<file path="config.mk">
export PLATFORM = sky130hd
export DESIGN_NAME = utopia_rx_arbiter
export DESIGN_NICKNAME = d
export VERILOG_FILES = /design/src/rtl/utopia_rx_arbiter.sv
export SDC_FILE = /design/constraint.sdc
export NUM_CORES = 1
export LEC_CHECK = 0
export BUFFER_PORTS_ARGS = -buffer_cell sky130_fd_sc_hd__buf_2
export CAP_MARGIN = 40
export CORE_ASPECT_RATIO = 0.8
export CORE_MARGIN = 2
export CORE_UTILIZATION = 35
export DETAILED_ROUTE_END_ITERATION = 16
export GPL_TIMING_DRIVEN = 0
export PLACE_DENSITY = 0.55
export SLEW_MARGIN = 20
export SYNTH_ARGS = -nofsm -noshare
export SYNTH_HDL_FRONTEND = slang
export SYNTH_SLANG_ARGS = --single-unit
</file>
<file path="constraint.sdc">
create_clock -name clk -period 1.9 [get_ports clk]
set_input_delay 0.095 -clock clk [delete_from_list [all_inputs] [get_ports clk]]
set_output_delay 0.095 -clock clk [all_outputs]
set_load 0.1 [all_outputs]
</file>
<file path="src/rtl/utopia_rx_arbiter.sv">
// Round-robin arbiter for the Utopia Rx ports. It grants one cell-valid port
// at a time, holds the grant until the forwarding FSM reports the cell was
// consumed, and forces a release if that report never arrives.
//
// state | meaning
// IDLE  | no grant; search for an eligible port starting at ptr
// GRANT | one port granted; grant held until done or timeout
module utopia_rx_arbiter #(
  parameter int NumRx         = 4,
  parameter int TimeoutCycles = 64
) (
  input  logic                       clk,
  input  logic                       rst_n,
  input  logic [NumRx-1:0]           req,
  input  logic [NumRx-1:0]           port_en,
  input  logic                       done,
  output logic [NumRx-1:0]           grant,
  output logic                       grant_valid,
  output logic [$clog2(NumRx)-1:0]   grant_idx,
  output logic                       timeout
);

  localparam int          IW      = $clog2(NumRx);
  localparam logic [15:0] LastCnt = 16'(TimeoutCycles - 1);

  typedef enum logic {
    IDLE  = 1'b0,
    GRANT = 1'b1
  } state_t;

  state_t           state, state_nxt;
  logic [IW-1:0]    ptr, ptr_nxt;
  logic [15:0]      cnt, cnt_nxt;
  logic [NumRx-1:0] grant_nxt;
  logic [IW-1:0]    idx_nxt;
  logic             timeout_nxt;

  logic [NumRx-1:0] eligible;
  logic             pick_found;
  logic [IW-1:0]    pick_idx;
  logic [IW-1:0]    cand;
  int               pick_sum;

  assign eligible    = req & port_en;
  assign grant_valid = |grant;

  // Rotating priority search: first eligible port at or above ptr, wrapping.
  always_comb begin
    pick_found = 1'b0;
    pick_idx   = '0;
    cand       = '0;
    pick_sum   = 0;
    for (int i = 0; i < NumRx; i++) begin
      pick_sum = int'(ptr) + i;
      if (pick_sum >= NumRx) pick_sum = pick_sum - NumRx;
      cand = IW'(pick_sum);
      if (!pick_found && eligible[cand]) begin
        pick_found = 1'b1;
        pick_idx   = cand;
      end
    end
  end

  // Next-state and next-output logic; done wins over the timeout compare.
  always_comb begin
    state_nxt   = state;
    ptr_nxt     = ptr;
    cnt_nxt     = cnt;
    grant_nxt   = grant;
    idx_nxt     = grant_idx;
    timeout_nxt = 1'b0;
    case (state)
      IDLE: begin
        cnt_nxt = '0;
        if (pick_found) begin
          state_nxt = GRANT;
          grant_nxt = NumRx'(1) << pick_idx;
          idx_nxt   = pick_idx;
        end
      end
      GRANT: begin
        cnt_nxt = cnt + 16'd1;
        if (done || (cnt == LastCnt)) begin
          state_nxt   = IDLE;
          grant_nxt   = '0;
          idx_nxt     = '0;
          cnt_nxt     = '0;
          ptr_nxt     = (grant_idx == IW'(NumRx - 1)) ? '0 : grant_idx + 1'b1;
          timeout_nxt = !done;
        end
      end
      default: begin
        state_nxt = IDLE;
        grant_nxt = '0;
        idx_nxt   = '0;
        cnt_nxt   = '0;
      end
    endcase
  end

  // State, pointer, counter and registered outputs; reset drops any grant.
  always_ff @(posedge clk or negedge rst_n) begin
    if (!rst_n) begin
      state     <= IDLE;
      ptr       <= '0;
      cnt       <= '0;
      grant     <= '0;
      grant_idx <= '0;
      timeout   <= 1'b0;
    end else begin
      state     <= state_nxt;
      ptr       <= ptr_nxt;
      cnt       <= cnt_nxt;
      grant     <= grant_nxt;
      grant_idx <= idx_nxt;
      timeout   <= timeout_nxt;
    end
  end

endmodule

</file>
==> report_table.html <==
<table>
<tr><th>Metric</th><th>Value</th></tr>
<tr><th colspan="2">Floorplan</th></tr>
<tr><td>Initial cell density of the core</td><td>0.3623</td></tr>
<tr><td>Total number of placement rows</td><td>20</td></tr>
<tr><td>Height of the die</td><td>59.76 µm</td></tr>
<tr><td>Total Die Area</td><td>0.004404 mm²</td></tr>
<tr><td>Area of the core region</td><td>0.003754 mm²</td></tr>
<tr><td>Die width</td><td>73.70 µm</td></tr>
<tr><td>Total I/O pin count</td><td>19</td></tr>
<tr><th colspan="2">Power and ir drop</th></tr>
<tr><td>Pwr Density</td><td>1196 mW/mm²</td></tr>
<tr><td>Maximum vdd ir drop</td><td>609.8 µV</td></tr>
<tr><td>Static leakage</td><td>0.6917 nW</td></tr>
<tr><td>Overall power</td><td>1.897 mW</td></tr>
<tr><th colspan="2">Placement</th></tr>
<tr><td>Dpl ws</td><td>-0.03367 ns</td></tr>
<tr><td>Routability congestion estimate from global placement</td><td>0.7872</td></tr>
<tr><td>Detail Placement HPWL</td><td>roughly 1900 µm</td></tr>
<tr><td>Total cell area at the placement stage</td><td>0.001509 mm²</td></tr>
<tr><td>Number of buffers added on ports</td><td>18</td></tr>
<tr><td>Cell count after placement</td><td>193</td></tr>
<tr><th colspan="2">Global route</th></tr>
<tr><td>Overall routing resource usage</td><td>0.1320</td></tr>
<tr><td>First-pass GRT wire length</td><td>around 4500 µm</td></tr>
<tr><td>Overall overflow remaining after global route</td><td>0</td></tr>
<tr><td>Maximum number of pins on one net before global-route repair</td><td>27</td></tr>
<tr><td>Initial antenna violation count</td><td>0</td></tr>
<tr><td>Vias in the first global route</td><td>989</td></tr>
<tr><th colspan="2">Finish</th></tr>
<tr><td>Area Overhead vs Synth</td><td>16.65%</td></tr>
<tr><td>Final Util</td><td>0.4227</td></tr>
<tr><td>Antenna Diode Count</td><td>0</td></tr>
<tr><td>Layout cell share with drive strength beyond 1</td><td>0.2645</td></tr>
<tr><td>Non-filler cells in the finished layout</td><td>199</td></tr>
<tr><td>Fill cells</td><td>350</td></tr>
<tr><td>Total Nets Final</td><td>170</td></tr>
<tr><td>Post-route cell area</td><td>0.001587 mm²</td></tr>
<tr><th colspan="2">STA</th></tr>
<tr><td>Min setup slack post-route</td><td>0.1427 ns</td></tr>
<tr><td>F_max</td><td>about 570 MHz</td></tr>
<tr><td>Remaining max-slew budget at the tightest pin</td><td>0.6198</td></tr>
<tr><td>Post-route fraction of the period consumed by the critical path</td><td>0.9249</td></tr>
<tr><td>Final Hold Viols</td><td>0</td></tr>
<tr><td>Final slew viol count</td><td>0</td></tr>
<tr><td>Clock Skews</td><td>0.001767 ns</td></tr>
<tr><td>Unrepaired setup endpoints after global routing</td><td>false</td></tr>
<tr><td>Endpoints failing setup</td><td>0</td></tr>
<tr><td>Pin slew with the least headroom to its limit</td><td>roughly 0.57 ns</td></tr>
<tr><td>Clock period minus final worst setup slack</td><td>1.757 ns</td></tr>
<tr><th colspan="2">Flow run</th></tr>
<tr><td>Maxcap violations</td><td>0</td></tr>
<tr><th colspan="2">CTS</th></tr>
<tr><td>Count of H-tree levels built during CTS</td><td>1</td></tr>
<tr><td>Sink Count</td><td>26</td></tr>
<tr><td>Latest clock arrival within the worst-skew pair</td><td>~0.26 ns</td></tr>
<tr><td>Root Driver</td><td>sky130_fd_sc_hd__clkbuf_8</td></tr>
<tr><td>Number of buffers added by the clock tree synthesis step</td><td>3</td></tr>
<tr><td>Clock buffer depth</td><td>2</td></tr>
<tr><td>TritonCTS clock tree</td><td>done</td></tr>
<tr><td>CTS clock-pin slew for the worst setup and hold paths</td><td>~0.08 ns</td></tr>
<tr><th colspan="2">Worst setup path</th></tr>
<tr><td>Max FO, Critical Path</td><td>10</td></tr>
<tr><td>Sort of element at the start of the critical path</td><td>register</td></tr>
<tr><td>Arrival @ worst endpoint</td><td>1.90 ns</td></tr>
<tr><td>Worst EP required</td><td>2.04 ns</td></tr>
<tr><td>Critical Path Sink Type</td><td>register</td></tr>
<tr><td>Worst Setup Path Type</td><td>register to register</td></tr>
<tr><th colspan="2">Drt</th></tr>
<tr><td>Vias/cell</td><td>around 5.3</td></tr>
<tr><td>Initial detailed-routing violation count</td><td>35</td></tr>
<tr><td>Sum of routed wire length over all layers</td><td>2685 µm</td></tr>
<tr><td>Vias after detailed routing</td><td>1051</td></tr>
<tr><td>Number of iterations in the first detailed-routing pass</td><td>4</td></tr>
<tr><td>Post-detailed-route count of antenna-violating nets</td><td>0</td></tr>
<tr><td># DRC</td><td>0</td></tr>
<tr><td>Wire length per cell after detailed routing</td><td>between 10 and 15 µm</td></tr>
<tr><th colspan="2">Yosys</th></tr>
<tr><td>Share of synthesized flip-flops with an asynchronous set or reset</td><td>1.000</td></tr>
<tr><td>Seq cells post-synth</td><td>26</td></tr>
<tr><td>YS warnings</td><td>0</td></tr>
<tr><td>Count of cell types in the netlist</td><td>45</td></tr>
<tr><td>Post-synth design cell area</td><td>0.001360 mm²</td></tr>
<tr><td>Leading register cell type out of synthesis</td><td>sky130_fd_sc_hd__dfrtp_1</td></tr>
<tr><td>Syn_nets</td><td>144</td></tr>
<tr><td>Post-Syn Instances</td><td>between 100 and 150</td></tr>
<tr><td>Seq/Total Area, Yosys</td><td>0.4784</td></tr>
<tr><td>Number of enable-type register cells in the synthesized netlist</td><td>0</td></tr>
<tr><td>Mean post-synth cell area</td><td>10.38 µm²</td></tr>
<tr><th colspan="2">Worst hold path</th></tr>
<tr><td>Tightest Hold Check Type</td><td>input port to async pin</td></tr>
<tr><th colspan="2">Outcome</th></tr>
<tr><td>Result of the run</td><td>completed</td></tr>
</table>
==> worst max-delay path, cell delays in order, from the launching register on <==
cell,delay [ns]
sky130_fd_sc_hd__dfrtp_1,0.37
sky130_fd_sc_hd__ha_2,0.27
sky130_fd_sc_hd__and4bb_2,0.25
sky130_fd_sc_hd__nand4_2,0.18
sky130_fd_sc_hd__nand3_2,0.23
sky130_fd_sc_hd__buf_2,0.26
sky130_fd_sc_hd__nand2_1,0.07
==> metal layers <==
metal  wire length, µm  GRT usage
met4                19    0.02338
met3               106    0.03541
met1              1412     0.1854
met5                 0          0
met2              1147     0.2079
==> synthesized netlist by cell type (all sizes together), types with 2 or more instances <==
library cell  count  area [µm²]
dfrtp            26       650.6
a21oi             5       28.78
nand3             6       47.55
or3               4       26.28
mux2              2       30.03
o32ai             4       35.03
o21ai             6       30.03
nand4             5       37.53
nor4              2       12.51
ha                2       25.02
xnor2             2       17.52
and4              3       26.28
buf               4       28.78
xor2              7       61.31
nor2             12       45.04
nand2            17       66.32
and3              2       12.51
inv               2       7.510
o22ai             2       12.51
==> area by class of cell <==
class,count,area [µm²],share of cell area
Buffer,5,32.53,0.02050
Clock buffer,3,41.29,0.02603
Inverter,2,7.507,0.004732
Multi-Input combinational cell,98,681.9,0.4298
Sequential cell,26,650.6,0.4101
Tap cell,44,55.05,0.03470
Timing Repair Buffer,21,117.6,0.07413
==> registers in the layout (all words and copies together), names as in the netlist <==
register,cells
timeout,1
ptr,2
state,1
grant_idx,2
grant,4
cnt,16
==> where the power goes <==
group / switching, mW / total (mW) / internal (mW) / leakage, nW
Sequential: 0.0825 / 0.715 / 0.632 / 0.350
Clock: 0.155 / 0.297 / 0.142 / 0.0216
Combinational: 0.663 / 0.885 / 0.223 / 0.320
Total: 0.900 / 1.90 / 0.997 / 0.692
==> timing repair <==
| item | 4_1_cts | 5_1_grt |
|---|---|---|
| pin swaps | 1 | 0 |
| hold endpoints to repair | 27 | 0 |
| endpoints found under the setup margin | 2 | 12 |
| gates resized for setup | 0 | 2 |
| hold buffers | 2 | 0 |
| setup buffers | 1 | 0 |
==> placed cells by master, fill, tap and decap left out, drive strengths merged, types with 2 or more instances in the layout <==
cell / Yosys / layout
and4: 3 / 3
nand3: 6 / 6
dlygate4sd3: 0 / 2
xnor2: 2 / 2
nor2: 12 / 12
nor4: 2 / 2
or3: 4 / 4
nand2: 17 / 17
a21oi: 5 / 5
o21ai: 6 / 6
o22ai: 2 / 2
o32ai: 4 / 4
clkbuf: 1 / 4
mux2: 2 / 2
dfrtp: 26 / 26
inv: 2 / 2
ha: 2 / 2
and3: 2 / 2
buf: 4 / 23
xor2: 7 / 7
nand4: 5 / 5
==> through the flow <==
step           setup TNS, ns  hold slack, ns
6_report                   0          0.3554
4_1_cts                    0          0.3475
2_1_floorplan              0         -0.2006
5_1_grt                    0          0.3902
3_3_place_gp        -0.01127          0.1204
3_5_place_dp        -0.06513          0.1261
==> cell families (layout without fill, tap and decap cells) <==
group                    Yosys count  count (layout)  share of synthesized area
adder cells (fa/ha/maj)            2               2                    0.01840
buffers and inverters              7              31                    0.02944
XOR/XNOR                           9               9                    0.05796
AO/OA/AOI/OAI                     26              26                     0.1426
AND/OR/NAND/NOR                   59              59                     0.2512
flip-flops                        26              26                     0.4784
multiplexers                       2               2                    0.02208
==> worst paths after layout <==
path | from | end | slack [ns] | depth (start not counted)
setup / recovery | cnt[0]$_DFF_PN0_ | state$_DFF_PN0_ | 0.14 | 6
hold / removal | rst_n | cnt[0]$_DFF_PN0_ | 0.36 | 2
setup reg to reg | cnt[0]$_DFF_PN0_ | state$_DFF_PN0_ | 0.14 | 6
hold reg to reg | cnt[0]$_DFF_PN0_ | cnt[0]$_DFF_PN0_ | 0.46 | 1
max in group asynchronous | rst_n | timeout$_DFF_PN0_ | 1.17 | 2
min in group clk | port_en[1] | grant_idx[0]$_DFFE_PN0P_ | 0.36 | 4
Power figures use the tool's default switching activity.
